==> src/rtl/alu_lane_pkg.sv <==
// Shared opcode encoding and lane field widths for the ALU lane pipeline.
package alu_lane_pkg;

  localparam int unsigned OP_W = 3;

  typedef enum logic [OP_W-1:0] {
    OP_ADD  = 3'd0,
    OP_SUB  = 3'd1,
    OP_AND  = 3'd2,
    OP_OR   = 3'd3,
    OP_XOR  = 3'd4,
    OP_ACC  = 3'd5,
    OP_CLR  = 3'd6,
    OP_PASS = 3'd7
  } op_t;

  // Packed request lane: {a, b, op}
  function automatic int unsigned LANE_IN_W(input int unsigned w);
    return 2 * w + OP_W;
  endfunction

  // Result lane carries one extra bit for carry/borrow
  function automatic int unsigned LANE_OUT_W(input int unsigned w);
    return w + 1;
  endfunction

endpackage

==> src/rtl/alu_lane_core.sv <==
// One ALU lane: combinational result plus an accumulator that commits on adv.
module alu_lane_core
  import alu_lane_pkg::*;
#(
  parameter int unsigned W = 4
) (
  input  logic            clk,
  input  logic            rst_n,
  input  logic            adv,
  input  logic [W-1:0]    a,
  input  logic [W-1:0]    b,
  input  logic [OP_W-1:0] op,
  output logic [W:0]      r
);

  logic [W:0] acc;
  logic [W:0] a_z;
  logic [W:0] b_z;

  assign a_z = {1'b0, a};
  assign b_z = {1'b0, b};

  always_comb begin
    r = '0;
    case (op_t'(op))
      OP_ADD:  r = a_z + b_z;
      OP_SUB:  r = a_z - b_z;
      OP_AND:  r = a_z & b_z;
      OP_OR:   r = a_z | b_z;
      OP_XOR:  r = a_z ^ b_z;
      OP_ACC:  r = acc + a_z;
      OP_CLR:  r = '0;
      OP_PASS: r = a_z;
    endcase
  end

  // Commit only when the request actually leaves S1 so stalls never double-count
  always_ff @(posedge clk or negedge rst_n) begin
    if (!rst_n) begin
      acc <= '0;
    end else if (adv) begin
      if (op == OP_ACC) begin
        acc <= r;
      end else if (op == OP_CLR) begin
        acc <= '0;
      end
    end
  end

endmodule

==> src/rtl/alu_lane_pipe.sv <==
// Multi-lane ALU array behind a two-stage valid/ready pipeline.
module alu_lane_pipe
  import alu_lane_pkg::*;
#(
  parameter int unsigned LANES = 6,
  parameter int unsigned W     = 4
) (
  input  logic                               clk,
  input  logic                               rst_n,
  input  logic                               in_valid,
  output logic                               in_ready,
  input  logic [LANES*LANE_IN_W(W)-1:0]      in_data,
  output logic                               out_valid,
  input  logic                               out_ready,
  output logic [LANES*LANE_OUT_W(W)-1:0]     out_data
);

  localparam int unsigned LIN  = LANE_IN_W(W);
  localparam int unsigned LOUT = LANE_OUT_W(W);

  logic                  s1_valid;
  logic                  s2_valid;
  logic [LANES*LIN-1:0]  s1_data;
  logic [LANES*LOUT-1:0] res_c;
  logic                  s2_free;
  logic                  adv;
  logic                  in_xfer;

  assign s2_free   = !s2_valid || out_ready;
  assign adv       = s1_valid && s2_free;
  assign in_ready  = !s1_valid || s2_free;
  assign in_xfer   = in_valid && in_ready;
  assign out_valid = s2_valid;

  for (genvar i = 0; i < LANES; i++) begin : g_lane
    alu_lane_core #(.W(W)) u_core (
      .clk   (clk),
      .rst_n (rst_n),
      .adv   (adv),
      .a     (s1_data[i*LIN + OP_W + W +: W]),
      .b     (s1_data[i*LIN + OP_W +: W]),
      .op    (s1_data[i*LIN +: OP_W]),
      .r     (res_c[i*LOUT +: LOUT])
    );
  end

  // S1 holds raw lane fields; refills in the same cycle it drains
  always_ff @(posedge clk or negedge rst_n) begin
    if (!rst_n) begin
      s1_valid <= 1'b0;
      s1_data  <= '0;
    end else if (in_xfer) begin
      s1_valid <= 1'b1;
      s1_data  <= in_data;
    end else if (adv) begin
      s1_valid <= 1'b0;
    end
  end

  // S2 holds computed results; out_data frozen while stalled
  always_ff @(posedge clk or negedge rst_n) begin
    if (!rst_n) begin
      s2_valid <= 1'b0;
      out_data <= '0;
    end else if (adv) begin
      s2_valid <= 1'b1;
      out_data <= res_c;
    end else if (out_ready) begin
      s2_valid <= 1'b0;
    end
  end

endmodule

==> config.mk <==
export PLATFORM = sky130hd
export DESIGN_NAME = alu_lane_pipe
export DESIGN_NICKNAME = d
export VERILOG_FILES = /design/src/rtl/alu_lane_pkg.sv /design/src/rtl/alu_lane_core.sv /design/src/rtl/alu_lane_pipe.sv
export SDC_FILE = /design/constraint.sdc
export NUM_CORES = 1
export LEC_CHECK = 0
export CAP_MARGIN = 20
export CORE_MARGIN = 4
export CORE_UTILIZATION = 30
export CTS_CLUSTER_DIAMETER = 30
export DETAILED_ROUTE_END_ITERATION = 10
export PLACE_DENSITY_LB_ADDON = 0.05
export SLEW_MARGIN = 15
export SYNTH_ARGS = -nofsm -noshare
export SYNTH_HDL_FRONTEND = slang
export SYNTH_SLANG_ARGS = --single-unit
==> constraint.sdc <==
create_clock -name clk -period 4 [get_ports clk]
set_input_delay 0.4 -clock clk [delete_from_list [all_inputs] [get_ports clk]]
set_output_delay 0.4 -clock clk [all_outputs]
set_load 0.005 [all_outputs]
==> flow_summary.ini, run 1 <==
[run_status]
outcome = completed

[route]
ant_nets = 0
vias = 7054
wl_per_cell_um = 16.6
drt_wl_total_um = 23800
post-route-drc-count = 0
drt-initial-drc-count = 359
drt-pass1-iter-count = 5
vias_per_cell = 4.92

[yosys]
synth_edf_count = 0
yosysTopAreaCellShare_pct = 36.9
synth_nets = 1106
syn_inst = 952
synthXorXnorAreaFrac_pct = 1.51
yosys-top-cells-area = dfrtp_1, ha_1, mux2_2
ys_types = 58
syn_area_um2 = 8690
ys_seq_area_share_pct = 36.9
synth-simple-area-share_pct = 13.7
muxShareOfSynthArea_pct = 11.3
async_flop_share_pct = 100
synth_top_family_by_area = compound AO/OA/AOI/OAI gates
synth_top_area_cell = dfrtp_1
synth_compound_area_share_pct = 18.3
synth-main-ff-cell = dfrtp_1
syn_area_per_cell_um2 = 9.12
synth-seq-cells = 128
synthAdderAreaFrac_pct = 12.6
ys_warn_count = 0

[worst_setup_path]
path_max_fanout = 20
worst-path-buf-inv = 1
slowest_delay_ns = 0.73
slowest_stage = dfrtp_1
path_class = reg2reg
r2r_end = out_data[9]
crit_top_cell = nor2_1
ff2ff_path_depth = 11
end_kind = register
timing.rr.start = s1_data[12]
critical_path.top_delay_family = compound AO/OA/AOI/OAI gates
reg2reg_slack_ns = 0.90
worstPathRequired_ns = 4.30
crit_arrival_ns = 3.40
critPathLaunchType = register
path_cells = nor2_1, and2_1, o21ai_0, ha_1, inv_1, fa_1, nand2b_1, a21oi_1, mux2i_1, a221oi_1, nor2_1

[job]
max-cap-violations = 0

[timing]
drv_slew = 0
finalSetupTns_ns = 0
tightestPinTransition_ns = 0.985
finalCriticalPeriod_ns = 3.10
hold_violations = 0
maxSlewHeadroom_pct = 34.4
holdWs_ns = 0.0569
fmax_mhz = 322
rsz0062_at_grt = false
finalSetupViolations = 0
fin_ws_ns = 0.897
period_share_pct = 77.6
skew_ns = 0.00893

[global_route]
antenna_found_initial = 0
grt_overflow = 0
grt_pass1_vias = 7267
grt_start_max_net_pins = 86
grt_pass1_wl_um = 38900
grt_usage_pct = 15.5

[floorplan]
dieArea_um2 = 31700
row_count = 62
fp.dieW_um = 178
die_h_um = 178
core_um2 = 28600
initial_utilization_pct = 30.3
num_io_pins = 102

[clock_network]
cts_buffers = 17
htreeDepth = 4
insertion_delay_ns = 0.42
path_clk_slew_ns = 0.06
cts_root_buf = clkbuf_16
cts_sinks = 128
cts_setup_buffers = 0
cts-resized-gates = 0
holdBufCountCts = 0
cts_tree = done
clockBufferDepth = 2

[power_and_ir_drop]
pwr-share-clk_pct = 27.7
p_seq_share_pct = 34.7
power_report.internal_total_uw = 3730
p_sw_uw = 2040
comb_power_share_pct = 37.6
power.total_uw = 5770
power_density_nw_per_um2 = 539
p_sw_share_pct = 35.4
leakagePower_uw = 0.00468
ir_worst_vdd_mv = 0.253

[place]
gp_congestion = 0.799
port_buffers = 101
dp_hpwl_um = 16700
dp_slack_ns = 0.941

[worst_hold_path]
hold_class = in2async

[finish]
fin_nets = 1192
syn2layout_area_growth_pct = 23.2
nFillCells = 2921
layout-drive-gt1-share_pct = 12.8
antenna_cells = 0
## metal layers
layer  up-vias  part of all wire, %  wire (um)  track usage, %
met5         -                    0          0               0
met4         0                  1.2        296            3.77
met3        18                  3.1        750            2.76
met2        97                   49      11600            26.9
met1      3407                   47      11200            20.2
li1       3532                    -          -               -
## registers in the layout, indices dropped and copies added, names as in the netlist
register	count
s1_data	66
out_valid	1
out_data	30
s1_valid	1
g_lane.u_core.acc	30
## power by group through the flow
stage / clock [uW] / sequential [uW] / combinational, uW
final: 1600 / 2000 / 2170
after global routing: 1710 / 2070 / 2480
after CTS: 1660 / 2010 / 2210
after detailed placement: 0 / 2030 / 2190
after global placement: 0 / 2040 / 2190
after floorplan: 0 / 1890 / 1470
## cell type report
cell class	instances	area (um^2)	share of cell area, %
sequential	128	3200	29.9
multi-input combinational	700	5000	46.7
timing repair buffer	122	1170	10.9
clock inverter	10	136	1.27
inverter	69	259	2.42
tap	384	480	4.49
clock buffer	22	454	4.24
## through the flow
step	instances	instance area (um^2)	utilization, %
3_5_place_dp	1403	10100	35.3
3_3_place_gp	1403	10100	35.3
6_report	1435	10700	37.4
4_1_cts	1435	10700	37.4
2_1_floorplan	952	8690	-
5_1_grt	1435	10700	37.4
## cells in the final DEF, fill, tap and decap left out, drive strengths merged, types with 5 or more instances in the layout
master / count
o221ai: 7
a21o: 10
a22oi: 12
or3: 7
inv: 69
a221oi: 6
ha: 78
dfrtp: 128
o21ai: 101
nor3: 15
nand2: 103
nand3b: 6
xnor2: 8
nor2: 59
nand2b: 19
a31oi: 16
xor2: 7
a2bb2oi: 5
o211ai: 6
mux2i: 14
clkbuf: 22
mux2: 75
a21oi: 54
nand3: 9
buf: 22
clkdlybuf4s50: 100
fa: 6
o31ai: 7
nor2b: 20
## worst max path at each step
stage | from | cells after the start | endpoint | slack, ns
floorplan | s1_data[1] | 13 | out_data[4] | 1.11
global placement | s1_data[11] | 14 | out_data[9] | 0.98
detailed placement | s1_data[12] | 11 | out_data[9] | 0.94
CTS | s1_data[12] | 11 | out_data[9] | 0.92
global route | s1_data[12] | 11 | out_data[9] | 0.58
finish | s1_data[12] | 11 | out_data[9] | 0.90
## cell usage after synthesis, types with 5 or more instances
cell / n
mux2_2: 75
nand2b_1: 19
o21ai_0: 100
buf_2: 13
nor3_1: 15
a21oi_1: 54
ha_1: 78
a31oi_1: 16
o211ai_1: 6
o31ai_1: 7
a21o_1: 10
fa_1: 6
a22oi_1: 12
or3_1: 7
mux2i_1: 14
nand3b_1: 6
nor2b_1: 20
nor2_1: 59
xnor2_1: 8
nand3_1: 9
a2bb2oi_1: 5
o221ai_1: 7
clkbuf_1: 37
nand2_1: 103
xor2_1: 7
inv_1: 69
a221oi_1: 6
dfrtp_1: 128
## kinds of logic (layout without fill, tap and decap cells)
group | after synthesis | count (layout)
AO/OA/AOI/OAI | 257 | 257
adder cells (fa/ha/maj) | 84 | 84
XOR/XNOR | 15 | 15
flip-flops | 128 | 128
multiplexers | 89 | 89
buffers and inverters | 124 | 223
AND/OR/NAND/NOR | 255 | 255
No activity file was read; power rests on OpenSTA's default activity.
==> run 2: changes to the inputs <==
Clock period 4 ns to 3.1 ns, I/O delays scaled along.
==> run 2 against run 1 <==
Effect of this change:
- die area stayed put
- critical path type unchanged
- clock power is 18% higher
- non-clock buffer count is 19 higher
- combinational power is 33% higher
==> flow_summary.ini, run 2 (synthesis results as in run 1) <==
[worst_setup_path]
crit_arrival_ns = 3.21
worst-path-buf-inv = 0
worstPathRequired_ns = 3.44
path_class = reg2reg
reg2reg_slack_ns = 0.23
critical_path.top_delay_family = compound AO/OA/AOI/OAI gates
critPathLaunchType = register
crit_top_cell = a21oi_1
path_cells = nand2b_1, or3_1, a21oi_1, a221o_2, ha_1, a21o_1, a21oi_1, mux2_2, o32a_2, o21ai_2
cp.depth = 10
slowest_stage = dfrtp_1
slowest_delay_ns = 0.43
end_kind = register
ff2ff_path_depth = 10
path_max_fanout = 8

[place]
place_area_um2 = 10300
dp_hpwl_um = 17400
dp_slack_ns = 0.281
port_buffers = 101
gp_congestion = 0.805

[finish]
syn2layout_area_growth_pct = 24.6
utilization_pct = 37.8
largest_registers = s1_data: 66 flops, g_lane.u_core.acc: 30 flops, out_data: 30 flops
final_cell_area_um2 = 10800
final_common_cell = dfrtp_1
antenna_cells = 0
fin_nets = 1211
layout_common_cells = dfrtp_1, nand2_1, o21ai_0, clkdlybuf4s50_1, ha_1
layout-drive-gt1-share_pct = 14.9
largest_register_ffs = 66
top_register = s1_data

[global_route]
grt_start_max_net_pins = 72
grt_overflow = 0
grt_usage_pct = 15.5
grt_pass1_wl_um = 39000
antenna_found_initial = 1
grt_pass1_vias = 7412

[timing]
drv_slew = 0
finalCriticalPeriod_ns = 2.87
hold_violations = 0
fin_ws_ns = 0.234
period_share_pct = 92.4
tightestPinTransition_ns = 0.743
rsz0062_at_grt = false
maxSlewHeadroom_pct = 50.5
finalSetupViolations = 0
holdWs_ns = 0.469
finalSetupTns_ns = 0
skew_ns = 0.00963
fmax_mhz = 349

[floorplan]
row_count = 62
die_h_um = 178
num_io_pins = 102
fp.dieW_um = 178
initial_utilization_pct = 30.3
core_um2 = 28600
dieArea_um2 = 31700

[run_status]
outcome = completed

[power_and_ir_drop]
power_report.internal_total_uw = 4620
power_density_nw_per_um2 = 676
leakagePower_uw = 0.00475
ir_worst_vdd_mv = 0.327
pwr-share-clk_pct = 25.9
comb_power_share_pct = 39.3
p_sw_uw = 2690
p_sw_share_pct = 36.8
p_seq_share_pct = 34.8

[clock_network]
htreeDepth = 4
cts_sinks = 128
insertion_delay_ns = 0.42
cts_buffers = 17
cts_root_buf = clkbuf_16
cts_setup_buffers = 0
clockBufferDepth = 2
path_clk_slew_ns = 0.06
cts_tree = done

[route]
wl_per_cell_um = 16.4
ant_nets = 0
drt-initial-drc-count = 376
drt_wl_total_um = 23800
post-route-drc-count = 0
vias_per_cell = 4.92
vias = 7147
drt-pass1-iter-count = 5

[worst_hold_path]
holdPathStages = 2
hold_class = reg2reg

[job]
max-cap-violations = 0
run 2: per-stage QoR:
| stage | total power, uW | instances |
|---|---|---|
| CTS | 7450 | 1454 |
| detailed placement | 5490 | 1421 |
| floorplan | 4340 | 952 |
| global route | 7940 | 1454 |
| global placement | 5500 | 1421 |
| finish | 7310 | 1454 |
run 2: worst reg2reg max path, stage by stage (launching register included):
cell and delay [ns]:
dfrtp_1 0.43, nand2b_1 0.29, or3_1 0.35, a21oi_1 0.14
a221o_2 0.13, ha_1 0.25, a21o_1 0.18, a21oi_1 0.23
mux2_2 0.36, o32a_2 0.33, o21ai_2 0.10
run 2: area by class of cell:
cell class / count / area [um^2]
clock buffer: 18 / 439
clock inverter: 14 / 108
fill: 2886 / 17800
inverter: 69 / 259
multi-input combinational: 700 / 5010
sequential: 128 / 3200
tap: 384 / 480
timing repair buffer: 141 / 1330
run 2: metal layers:
layer | vias up | routed length, um | share of wire [%] | track usage, %
li1 | 3567 | - | - | -
met4 | 2 | 369 | 1.5 | 4.42
met1 | 3431 | 10800 | 45 | 19.5
met5 | - | 13 | 0.055 | 0
met3 | 24 | 889 | 3.7 | 3.20
met2 | 123 | 11800 | 49 | 26.9
run 2: path summary, 6_finish.rpt:
kind                                    from            to
worst max register to register   s1_data[45]  out_data[24]
min in group asynchronous              rst_n   s1_data[10]
max in group asynchronous              rst_n   s1_data[65]
worst max-delay path             s1_data[45]  out_data[24]
worst min register to register  out_data[20]  out_data[20]
worst min-delay path            out_data[20]  out_data[20]
run 2: power groups by stage:
stage	clock network (uW)	logic (uW)	registers [uW]
global placement	0	2910	2590
CTS	1970	2930	2560
floorplan	0	1900	2440
finish	1890	2880	2550
detailed placement	0	2910	2580
global route	2030	3290	2620
run 2: timing repair:
action	CTS	global route
setup endpoints to repair	0	1
hold buffers	1	0
hold endpoints to repair	67	0
resized for setup	0	2
